$ cat config.mk
export PLATFORM = sky130hd
export DESIGN_NAME = lcd_frame_sequencer
export DESIGN_NICKNAME = d
export VERILOG_FILES = /design/src/rtl/lcd_pkg.sv /design/src/rtl/lcd_init_rom.sv /design/src/rtl/lcd_frame_sequencer.sv
export SDC_FILE = /design/constraint.sdc
export NUM_CORES = 1
export LEC_CHECK = 0
export ABC_AREA = 1
export CAP_MARGIN = 25
export CORE_MARGIN = 5
export CORE_UTILIZATION = 55
export DETAILED_ROUTE_END_ITERATION = 12
export PLACE_DENSITY = 0.77
export SYNTH_ARGS = -nofsm -noshare
export SYNTH_HDL_FRONTEND = slang
export SYNTH_SLANG_ARGS = --single-unit
export TNS_END_PERCENT = 1
$ cat constraint.sdc
create_clock -name clk -period 2.6 [get_ports clk]
set_input_delay 0.39 -clock clk [delete_from_list [all_inputs] [get_ports clk]]
set_output_delay 0.39 -clock clk [all_outputs]
set_load 0.005 [all_outputs]
$ cat src/rtl/lcd_pkg.sv
// Shared constants, FSM states and byte-entry type for the LCD frame sequencer.
// The window-setup byte table lives here so that the top and the ROM use one byte format.
package lcd_pkg;

    localparam logic [7:0] CMD_CASET = 8'h2A;
    localparam logic [7:0] CMD_PASET = 8'h2B;
    localparam logic [7:0] CMD_RAMWR = 8'h2C;
    localparam int         WIN_LEN   = 11;

    typedef enum logic [3:0] {
        ST_RST_LOW,
        ST_RST_WAIT,
        ST_INIT,
        ST_IDLE,
        ST_WIN,
        ST_PIX_REQ,
        ST_PIX_HI,
        ST_PIX_LO,
        ST_DONE
    } state_t;

    typedef struct packed {
        logic       rs;
        logic [7:0] b;
    } init_entry_t;

    // Column window is sent first, then the page window, then RAMWR opens the pixel stream.
    function automatic init_entry_t win_byte(input logic [3:0]  idx,
                                             input logic [15:0] col_end,
                                             input logic [15:0] page_end);
        init_entry_t e;
        e = '{rs: 1'b1, b: 8'h00};
        case (idx)
            4'd0:    e = '{rs: 1'b0, b: CMD_CASET};
            4'd3:    e.b = col_end[15:8];
            4'd4:    e.b = col_end[7:0];
            4'd5:    e = '{rs: 1'b0, b: CMD_PASET};
            4'd8:    e.b = page_end[15:8];
            4'd9:    e.b = page_end[7:0];
            4'd10:   e = '{rs: 1'b0, b: CMD_RAMWR};
            default: e = '{rs: 1'b1, b: 8'h00};
        endcase
        return e;
    endfunction

endpackage

$ cat src/rtl/lcd_init_rom.sv
// Panel power-up command list: combinational lookup from index to {rs, byte}.
// Indices at or beyond INIT_LEN read back as a harmless NOP command.
module lcd_init_rom
    import lcd_pkg::*;
#(
    parameter int INIT_LEN = 16
) (
    input  logic [7:0]  index,
    output init_entry_t entry
);

    always_comb begin
        entry = '{rs: 1'b0, b: 8'h00};
        if (int'(index) < INIT_LEN) begin
            case (index)
                8'd0:    entry = '{rs: 1'b0, b: 8'h11};
                8'd1:    entry = '{rs: 1'b0, b: 8'h3A};
                8'd2:    entry = '{rs: 1'b1, b: 8'h55};
                8'd3:    entry = '{rs: 1'b0, b: 8'h36};
                8'd4:    entry = '{rs: 1'b1, b: 8'h28};
                8'd5:    entry = '{rs: 1'b0, b: 8'hB1};
                8'd6:    entry = '{rs: 1'b1, b: 8'h00};
                8'd7:    entry = '{rs: 1'b1, b: 8'h1B};
                8'd8:    entry = '{rs: 1'b0, b: 8'hB6};
                8'd9:    entry = '{rs: 1'b1, b: 8'h0A};
                8'd10:   entry = '{rs: 1'b1, b: 8'h82};
                8'd11:   entry = '{rs: 1'b0, b: 8'h26};
                8'd12:   entry = '{rs: 1'b1, b: 8'h01};
                8'd13:   entry = '{rs: 1'b0, b: 8'h13};
                8'd14:   entry = '{rs: 1'b0, b: 8'h20};
                8'd15:   entry = '{rs: 1'b0, b: 8'h29};
                default: entry = '{rs: 1'b0, b: 8'h00};
            endcase
        end
    end

endmodule

$ cat src/rtl/lcd_frame_sequencer.sv
// Drives the 8080-style LCD write bus: panel reset, init list, window setup, then one
// RGB565 frame from the renderer. A phase counter shapes every byte into setup/low/hold.
module lcd_frame_sequencer
    import lcd_pkg::*;
#(
    parameter int H_RES         = 320,
    parameter int V_RES         = 240,
    parameter int WR_LOW_CYCLES = 2,
    parameter int RESET_WAIT    = 1024,
    parameter int INIT_LEN      = 16
) (
    input  logic        clk,
    input  logic        in_reset,
    input  logic        in_start,
    input  logic        in_pix_valid,
    input  logic [15:0] in_pix_data,
    output logic        out_pix_ready,
    output logic        out_busy,
    output logic        out_frame_done,
    output logic        out_lcd_rst_n,
    output logic        out_rs,
    output logic        out_cs,
    output logic        out_wr,
    output logic [15:0] out_db
);

    localparam int TOTAL  = H_RES * V_RES;
    localparam int CNT_W  = $clog2(TOTAL + 1);
    localparam int WAIT_W = $clog2(RESET_WAIT + 1);
    localparam int PH_W   = $clog2(WR_LOW_CYCLES + 2);
    localparam int IDX_W  = $clog2(INIT_LEN + 1);

    localparam logic [PH_W-1:0]   PH_RISE   = PH_W'(WR_LOW_CYCLES);
    localparam logic [PH_W-1:0]   PH_LAST   = PH_W'(WR_LOW_CYCLES + 1);
    localparam logic [WAIT_W-1:0] WAIT_LAST = WAIT_W'(RESET_WAIT - 1);
    localparam logic [CNT_W-1:0]  CNT_LAST  = CNT_W'(TOTAL - 1);
    localparam logic [15:0]       COL_END   = 16'(H_RES - 1);
    localparam logic [15:0]       PAGE_END  = 16'(V_RES - 1);

    state_t            state;
    logic [WAIT_W-1:0] wait_cnt;
    logic [IDX_W-1:0]  init_idx;
    logic [3:0]        win_idx;
    logic [CNT_W-1:0]  pix_count;
    logic [15:0]       pix_buf;
    logic              byte_busy;
    logic [PH_W-1:0]   phase;
    logic              byte_done;
    logic [7:0]        db_byte;
    init_entry_t       rom_entry;
    init_entry_t       win_entry;

    // byte_done marks the hold cycle, so the next byte may be loaded on that same edge
    assign byte_done = byte_busy && (phase == PH_LAST);
    assign out_db    = {8'h00, db_byte};
    assign win_entry = win_byte(win_idx, COL_END, PAGE_END);

    lcd_init_rom #(.INIT_LEN(INIT_LEN)) u_init_rom (
        .index (8'(init_idx)),
        .entry (rom_entry)
    );

    task automatic load_byte(input logic rs, input logic [7:0] b);
        out_rs    <= rs;
        db_byte   <= b;
        out_wr    <= 1'b1;
        byte_busy <= 1'b1;
        phase     <= '0;
    endtask

    always_ff @(posedge clk) begin
        if (in_reset) begin
            state          <= ST_RST_LOW;
            wait_cnt       <= '0;
            init_idx       <= '0;
            win_idx        <= '0;
            pix_count      <= '0;
            pix_buf        <= '0;
            byte_busy      <= 1'b0;
            phase          <= '0;
            db_byte        <= 8'h00;
            out_cs         <= 1'b1;
            out_wr         <= 1'b1;
            out_rs         <= 1'b1;
            out_pix_ready  <= 1'b0;
            out_busy       <= 1'b1;
            out_frame_done <= 1'b0;
            out_lcd_rst_n  <= 1'b0;
        end else begin
            out_frame_done <= 1'b0;

            if (byte_busy) begin
                if (phase == PH_LAST) begin
                    byte_busy <= 1'b0;
                end else begin
                    phase  <= phase + 1'b1;
                    out_wr <= (phase == PH_RISE);
                end
            end

            case (state)
                ST_RST_LOW: begin
                    if (wait_cnt == WAIT_LAST) begin
                        wait_cnt      <= '0;
                        out_lcd_rst_n <= 1'b1;
                        state         <= ST_RST_WAIT;
                    end else begin
                        wait_cnt <= wait_cnt + 1'b1;
                    end
                end
                // The first ROM byte goes out on the edge that ends the post-reset wait
                ST_RST_WAIT: begin
                    if (wait_cnt == WAIT_LAST) begin
                        wait_cnt <= '0;
                        out_cs   <= 1'b0;
                        load_byte(rom_entry.rs, rom_entry.b);
                        init_idx <= IDX_W'(1);
                        state    <= ST_INIT;
                    end else begin
                        wait_cnt <= wait_cnt + 1'b1;
                    end
                end
                ST_INIT: begin
                    if (byte_done) begin
                        if (init_idx == IDX_W'(INIT_LEN)) begin
                            out_cs   <= 1'b1;
                            out_busy <= 1'b0;
                            state    <= ST_IDLE;
                        end else begin
                            load_byte(rom_entry.rs, rom_entry.b);
                            init_idx <= init_idx + 1'b1;
                        end
                    end
                end
                ST_IDLE: begin
                    if (in_start) begin
                        out_busy  <= 1'b1;
                        out_cs    <= 1'b0;
                        win_idx   <= '0;
                        pix_count <= '0;
                        state     <= ST_WIN;
                    end
                end
                ST_WIN: begin
                    if (!byte_busy || byte_done) begin
                        if (win_idx == 4'(WIN_LEN)) begin
                            out_pix_ready <= 1'b1;
                            state         <= ST_PIX_REQ;
                        end else begin
                            load_byte(win_entry.rs, win_entry.b);
                            win_idx <= win_idx + 1'b1;
                        end
                    end
                end
                ST_PIX_REQ: begin
                    if (in_pix_valid && out_pix_ready) begin
                        pix_buf       <= in_pix_data;
                        out_pix_ready <= 1'b0;
                        state         <= ST_PIX_HI;
                    end
                end
                ST_PIX_HI: begin
                    if (!byte_busy) begin
                        load_byte(1'b1, pix_buf[15:8]);
                    end else if (byte_done) begin
                        load_byte(1'b1, pix_buf[7:0]);
                        state <= ST_PIX_LO;
                    end
                end
                ST_PIX_LO: begin
                    if (byte_done) begin
                        pix_count <= pix_count + 1'b1;
                        if (pix_count == CNT_LAST) begin
                            out_frame_done <= 1'b1;
                            out_cs         <= 1'b1;
                            state          <= ST_DONE;
                        end else begin
                            out_pix_ready <= 1'b1;
                            state         <= ST_PIX_REQ;
                        end
                    end
                end
                ST_DONE: begin
                    out_busy <= 1'b0;
                    state    <= ST_IDLE;
                end
                default: state <= ST_RST_LOW;
            endcase
        end
    end

endmodule

# Word-level counts from Yosys, hierarchy flattened
# Memory sizes are Yosys's and may differ from the RTL's. A register that Yosys moved wholly into a read port is not among the register bits.
# Index checks and enable logic that the tools add are counted.
dict set report classes {
  add_sub_neg 5
  magnitude_cmp 1
  n_eq_ne 35
  muxes 95
  bitwise_logic 2
  n_reduce_logical 27
}
# op n
set op_table {}
lappend op_table {{4-bit 2-to-1 mux} 17}
lappend op_table {{8-bit 2-to-1 mux} 7}
lappend op_table {{8-bit one-hot mux with 6 select lines} 1}
lappend op_table {{1-bit 2-to-1 mux} 41}
lappend op_table {{4-bit one-hot mux with 9 select lines} 1}
lappend op_table {{17-bit 2-to-1 mux} 2}
lappend op_table {{17-bit one-hot mux with 2 select lines} 1}
lappend op_table {{8-bit one-hot mux with 4 select lines} 1}
lappend op_table {{2-bit != test (second input constant)} 15}
lappend op_table {{4-bit by 3-bit == test with 1-bit output (second input constant)} 6}
lappend op_table {{2-bit 2-to-1 mux} 9}
lappend op_table {{9-bit 2-to-1 mux} 2}
lappend op_table {{17-bit by 1-bit adder with 17-bit output (second input constant)} 1}
lappend op_table {{17-bit == test (second input constant)} 1}
lappend op_table {{4-bit == test (second input constant)} 4}
lappend op_table {{1-bit one-hot mux with 4 select lines} 4}
lappend op_table {{5-bit 2-to-1 mux} 3}
lappend op_table {{7-bit AND reduction} 2}
lappend op_table {{4-bit by 2-bit == test with 1-bit output (second input constant)} 3}
lappend op_table {{4-bit zero test} 3}
lappend op_table {{4-bit AND reduction} 3}
lappend op_table {{11-bit by 1-bit adder with 11-bit output (second input constant)} 1}
lappend op_table {{11-bit by 10-bit == test with 1-bit output (second input constant)} 1}
lappend op_table {{11-bit 2-to-1 mux} 1}
lappend op_table {{25 further kinds} 35}
dict set report word_totals {
  ff_bits 75
  romBits 144
  in_bits 20
  out_inout_bits 23
  memories 1
}
# memory depth width rd rd_ports_with_merged_regs write_ports line_no
set mem_list {}
lappend mem_list {{(name not given)} 16 9 1 1 0 lcd_init_rom.sv:15} ;# case (index)

# Logic depth before layout (Yosys ltp)
# Gate-level depths: netlist (run 1).
dict set report logic_depth {
  word_depth 6
  mapped_depth 17
  ltp_nobuf 17
}

# By module
# From an unflattened synthesis (run 1), not the netlist that was laid out.
dict set report hier_totals {
  hier_cells 693
  area_unflattened_um2 4451.8
}
# mod instances cells_per_inst area_each_um2 seq_area_each_um2
set by_module_without_submodules {}
lappend by_module_without_submodules {lcd_frame_sequencer 1 625 4063.9 1501.4}
lappend by_module_without_submodules {lcd_init_rom 1 68 387.9 0.0}

# Worst setup path before layout (run 1)
# No wires, ideal clock.
dict set report synth_path {
  kind {flip-flop to flip-flop}
  start {register init_idx[0]}
  end {register (tool-made name)}
  arrival_ps 1999
  required_ps 2488
  slack_ps 489
  stages_incl_launch_ff 18
  period_less_slack_ps 2111
  cell_sequence {dfxtp_1 inv_1 ha_1 nand2_1 inv_1 nand2_1 nand3_4 nand2_4 nand2_4 nand2_1 nand2_1 nor2_2 inv_1 ha_1 nand2_1 o21ai_1 nand2_1 nand2_1}
}
# item line_no
set synth_lines {}
lappend synth_lines {{start: declaration} lcd_frame_sequencer.sv:42} ;# logic [IDX_W-1:0] init_idx;
lappend synth_lines {{start signal: assignment} lcd_frame_sequencer.sv:131} ;# init_idx <= init_idx + 1'b1;

==> impl_metrics.env, run 1 <==
export IMPL_worstMarginPinSlew_ns=0.641
export IMPL_n_antenna_cell=0
export IMPL_path_class="reg2reg"
export IMPL_critical_path_arrival_ns=2.61
export IMPL_regArea_um2=1680
export IMPL_dr_total_vias=4251
export IMPL_synthCells=647
export IMPL_fillCellCount=727
export IMPL_drt_iter0_markers=272
export IMPL_clk_pin_slew_ns=0.09
export IMPL_root_buffer="clkbuf_8"
export IMPL_grt_pass1_vias=4046
export IMPL_crit_path_max_fanout=10
export IMPL_die_x_um=101
export IMPL_detail_route_antenna_nets=0
export IMPL_wl_per_cell_um=13.6
export IMPL_synth_cell_types=45
export IMPL_end_kind="register"
export IMPL_dr_pass1_iters=5
export IMPL_drive_above_1_share_pct=9.88
export IMPL_portBuffers=34
export IMPL_insertion_delay_ns=0.35
export IMPL_hp_start="pix_buf[8]"
export IMPL_synth_top_area_share_pct=36.9
export IMPL_hold_viol=0
export IMPL_rr_startpoint="wait_cnt[0]"
export IMPL_fin_hold_ws_ns=0.450
export IMPL_cts_hold_buf=0
export IMPL_syn_avg_cell_area_um2=7.04
export IMPL_reg2reg_depth=15
export IMPL_syn2layout_area_growth_pct=13.6
export IMPL_powerDensity_nw_per_um2=448
export IMPL_yosysSeqAreaShare_pct=36.9
export IMPL_cts_tree="built"
export IMPL_overflow=0
export IMPL_io_pins=43
export IMPL_p_leak_nw=2.15
export IMPL_hp_class="reg2reg"
export IMPL_final_cell_mix="nand2_1 (131), dfxtp_1 (84), inv_1 (73)"
export IMPL_synthTopCellsByArea="dfxtp_1 (37%), nand2_1 (11%), inv_1 (6.0%), a21oi_1 (5.9%), nand3_1 (5.4%)"
export IMPL_gp_congestion=0.920
export IMPL_max_cap_violations=0
export IMPL_finClkSkew_ns=0.00965
export IMPL_setup_tns_ns=0
export IMPL_finalCriticalPeriod_ns=2.36
export IMPL_max_clock_freq_mhz=424
export IMPL_clkSinkCount=84
export IMPL_yosysTopAreaCell="dfxtp_1"
export IMPL_final_nets=718
export IMPL_cts_buffers=9
export IMPL_fin_util_pct=63.7
export IMPL_die_area_um2=10200
export IMPL_ys_warn_count=0
export IMPL_finalCritPeriodShare_pct=90.8
export IMPL_hpwl_um=8130
export IMPL_fp_dieH_um=101
export IMPL_cp_start_kind="register"
export IMPL_track_usage_pct=21.9
export IMPL_peakVddDrop_mv=0.229
export IMPL_ys_ff_latch=84
export IMPL_htreeDepth=3
export IMPL_start_util_pct=56.0
export IMPL_via_per_inst=5.36
export IMPL_rows=33
export IMPL_rsz0062_at_grt="no"
export IMPL_startpoint="wait_cnt[0]"
export IMPL_multi_input_area_um2=2460
export IMPL_layout_commonest_cell="nand2_1"
export IMPL_grt_max_degree=34
export IMPL_final_setup_viol_count=0
export IMPL_grt_pass1_wl_um=18300
export IMPL_regToRegSetupSlack_ns=0.24
export IMPL_syn_area_um2=4560
export IMPL_cts_max_path_buffers=2
export IMPL_drv_slew=0
export IMPL_core_area_um2=8130
export IMPL_drt_total_wl_um=10800
export IMPL_cp_required_ns=2.85
export IMPL_relSlewSlack_pct=56.9
export IMPL_antenna_found_initial=0
export IMPL_status="finished clean"
export IMPL_drc_errors=0
synth_stat cells (all sizes together):
| master | instances |
|---|---|
| a211oi | 2 |
| a21boi | 1 |
| a21o | 1 |
| a21oi | 54 |
| a22oi | 1 |
| a31oi | 4 |
| a32o | 1 |
| a41oi | 1 |
| and3 | 3 |
| buf | 13 |
| clkbuf | 11 |
| clkinv | 1 |
| conb | 1 |
| dfxtp | 84 |
| ha | 15 |
| inv | 80 |
| nand2 | 144 |
| nand3 | 55 |
| nand3b | 4 |
| nand4 | 9 |
| nor2 | 74 |
| nor3 | 19 |
| nor3b | 2 |
| nor4 | 1 |
| o2111ai | 1 |
| o211ai | 6 |
| o21ai | 54 |
| o21bai | 1 |
| xnor2 | 1 |
| xor2 | 3 |
layout make-up:
class | count | share of cell area, %
clock buffers | 9 | 2.39
flip-flops and latches | 84 | 32.5
multi-input cells | 465 | 47.5
well taps | 105 | 2.54
inverters | 81 | 5.90
repair buffers | 42 | 7.73
clock inverters | 7 | 1.45
routing by layer:
layer  routed length, µm  GRT usage (%)
met3                 598           4.43
met1                5050           29.1
met5                   0              0
met2                5020           36.1
met4                 116           6.54
critical path, cell delays in order (launching register included):
cell and delay [ns]:
dfxtp_1 0.38, ha_1 0.18, inv_1 0.07, nor2_1 0.14, nand3_2 0.17, nand2_4 0.16
nand2_4 0.10, nand2_1 0.07, nand2_1 0.09, nor2_4 0.15, inv_1 0.12, ha_1 0.34
nand2_1 0.11, o21ai_1 0.08, nand2_1 0.06, nand2_1 0.04
per-stage QoR:
stage	power, mW	std cells	setup slack, ns	cell area, µm²
after floorplan	1.36	654	0.489	4580
after global placement	1.40	775	0.341	4960
after detailed placement	1.40	775	0.190	4960
after CTS	2.34	791	0.175	5150
after global routing	2.39	793	0.000864	5180
final	2.32	793	0.239	5180
kinds of logic (layout without fill, tap and decap cells):
group                      Yosys count  after routing  share of synthesized area [%]
other                                1              8                         0.0823
adders and majority gates           15             15                           4.12
AOI/OAI and AO/OA                  127            127                           15.3
buffers and inverters              105            139                           9.86
DFF                                 84             84                           36.9
xor gates and xnor gates             4              4                          0.769
and+or+nand+nor                    311            311                           33.0
worst min-delay path by stage:
stage          slack (ns)  cells past startpoint         end
2_1_floorplan        0.42                      2  pix_buf[6]
3_3_place_gp         0.43                      2  pix_buf[8]
3_5_place_dp         0.44                      2  pix_buf[8]
4_1_cts              0.45                      2  pix_buf[8]
5_1_grt              0.47                      2  pix_buf[2]
6_report             0.45                      2  pix_buf[8]
power breakdown:
| part | internal [mW] | total (mW) | switching, mW |
|---|---|---|---|
| logic | 0.0367 | 0.0752 | 0.0385 |
| registers | 1.29 | 1.29 | 0.00339 |
| clock network | 0.449 | 0.950 | 0.501 |
what timing repair did:
| item | CTS | global route |
|---|---|---|
| endpoints found under the setup margin | 0 | 6 |
| buffers inserted | 0 | 2 |
| gates resized for setup | 0 | 2 |
(Power assumes the default switching activity.)
==> run 2, diff against run 1 <==
Clock period 2.6 ns to 2.4 ns, I/O delays scaled along.
==> impl_metrics.env, run 2 (synthesis gave the netlist of run 1 again) <==
export IMPL_clk_pin_slew_ns=0.09
export IMPL_path_class="reg2reg"
export IMPL_rsz0062_at_grt="no"
export IMPL_powerDensity_nw_per_um2=510
export IMPL_grt_max_degree=34
export IMPL_die_x_um=101
export IMPL_grt_pass1_vias=4026
export IMPL_setup_tns_ns=0
export IMPL_max_cap_violations=0
export IMPL_start_util_pct=56.0
export IMPL_rows=33
export IMPL_power_total_mw=2.66
export IMPL_layout_commonest_cell="nand2_1"
export IMPL_drv_slew=0
export IMPL_finalCritPeriodShare_pct=90.7
export IMPL_n_antenna_cell=0
export IMPL_cp_required_ns=2.67
export IMPL_drive_above_1_share_pct=10.4
export IMPL_drt_total_wl_um=10800
export IMPL_critPathSlowestCell="dfxtp_1"
export IMPL_htreeDepth=3
export IMPL_cpMostUsedCell="nand2_1"
export IMPL_max_clock_freq_mhz=460
export IMPL_p_leak_nw=2.19
export IMPL_root_buffer="clkbuf_8"
export IMPL_die_area_um2=10200
export IMPL_end_kind="register"
export IMPL_dr_pass1_iters=5
export IMPL_syn2layout_area_growth_pct=14.6
export IMPL_io_pins=43
export IMPL_finalCriticalPeriod_ns=2.18
export IMPL_fin_util_pct=64.2
export IMPL_grt_pass1_wl_um=18400
export IMPL_final_nets=720
export IMPL_portBuffers=34
export IMPL_hp_class="reg2reg"
export IMPL_detail_route_antenna_nets=0
export IMPL_insertion_delay_ns=0.37
export IMPL_track_usage_pct=22.3
export IMPL_final_setup_viol_count=0
export IMPL_fin_hold_ws_ns=0.450
export IMPL_drc_errors=0
export IMPL_cp_cell_sequence="inv_1 -> ha_1 -> nand2_1 -> inv_1 -> nand2_2 -> nand3_4 -> nand2_4 -> nand2_4 -> nand2_1 -> nand2_1 -> nor2_2 -> inv_1 -> ha_1 -> nand2_1 -> o21ai_1 -> nand2_1 -> nand2_1"
export IMPL_cts_buffers=9
export IMPL_cts_max_path_buffers=2
export IMPL_wl_per_cell_um=13.6
export IMPL_via_per_inst=5.43
export IMPL_relSlewSlack_pct=61.7
export IMPL_final_cell_mix="nand2_1 (130), dfxtp_1 (82), inv_1 (73)"
export IMPL_drt_iter0_markers=250
export IMPL_hpwl_um=8180
export IMPL_crit_buf_inv=3
export IMPL_antenna_found_initial=0
export IMPL_overflow=0
export IMPL_hold_viol=0
export IMPL_dr_total_vias=4315
export IMPL_critPathTopFamily="simple AND/OR/NAND/NOR gates"
export IMPL_post_cts_buffers=0
export IMPL_status="finished clean"
export IMPL_cts_tree="built"
export IMPL_clkSinkCount=84
export IMPL_critical_path_arrival_ns=2.45
export IMPL_gp_congestion=0.907
export IMPL_cp_start_kind="register"
export IMPL_worstMarginPinSlew_ns=0.569
export IMPL_crit_path_max_incr_delay_ns=0.39
export IMPL_crit_path_max_fanout=10
export IMPL_finClkSkew_ns=0.0130
export IMPL_peakVddDrop_mv=0.369
export IMPL_core_area_um2=8130
export IMPL_fp_dieH_um=101
-- run 2: worst min-delay path: cells and delay by family, from the launching register on --
kind	cells	cell delay, ns
AOI/OAI and AO/OA	1	0.05
buffers and inverters	1	0.05
DFF	1	0.32
-- run 2: power breakdown --
| group | internal (mW) | leakage, nW | switching [mW] |
|---|---|---|---|
| Combinational | 0.0408 | 1.39 | 0.0412 |
| Sequential | 1.40 | 0.678 | 0.00380 |
| Clock | 0.604 | 0.113 | 0.578 |
| Total | 2.04 | 2.19 | 0.623 |
-- run 2: path summary, 6_finish.rpt --
check        cells past startpoint           to        start  slack [ns]
max                             17     register  init_idx[1]        0.22
min                              2  pix_buf[13]  pix_buf[13]        0.45
max reg2reg                     17     register  init_idx[1]        0.22
min reg2reg                      2  pix_buf[13]  pix_buf[13]        0.45
-- run 2: per-stage QoR --
step	worst slack (ns)	std cells	cell area, µm²
after floorplan	0.289	654	4580
after global placement	0.250	779	4990
after detailed placement	0.175	779	4990
after CTS	0.159	795	5220
after global routing	0.00212	795	5220
final	0.224	795	5220
-- run 2: area by class of cell --
class	count	area, µm²
tap	105	131
clock buffer	9	124
timing repair buffer	44	415
inverter	81	305
sequential	84	1690
fill	701	2910
clock inverter	7	105
multi-input combinational	465	2450
-- run 2: per-layer routing --
metal / vias to the layer above / track usage, % / wire, µm
met3: 18 / 4.84 / 552
met2: 125 / 36.2 / 5080
met5: - / 0 / 0
li1: 2186 / - / -
met1: 1986 / 29.6 / 5000
met4: 0 / 6.95 / 166
-- run 2: timing repair --
item                       CTS  global route
setup endpoints to repair    0             6
gates resized for setup      0             4
hold buffers                 0             0
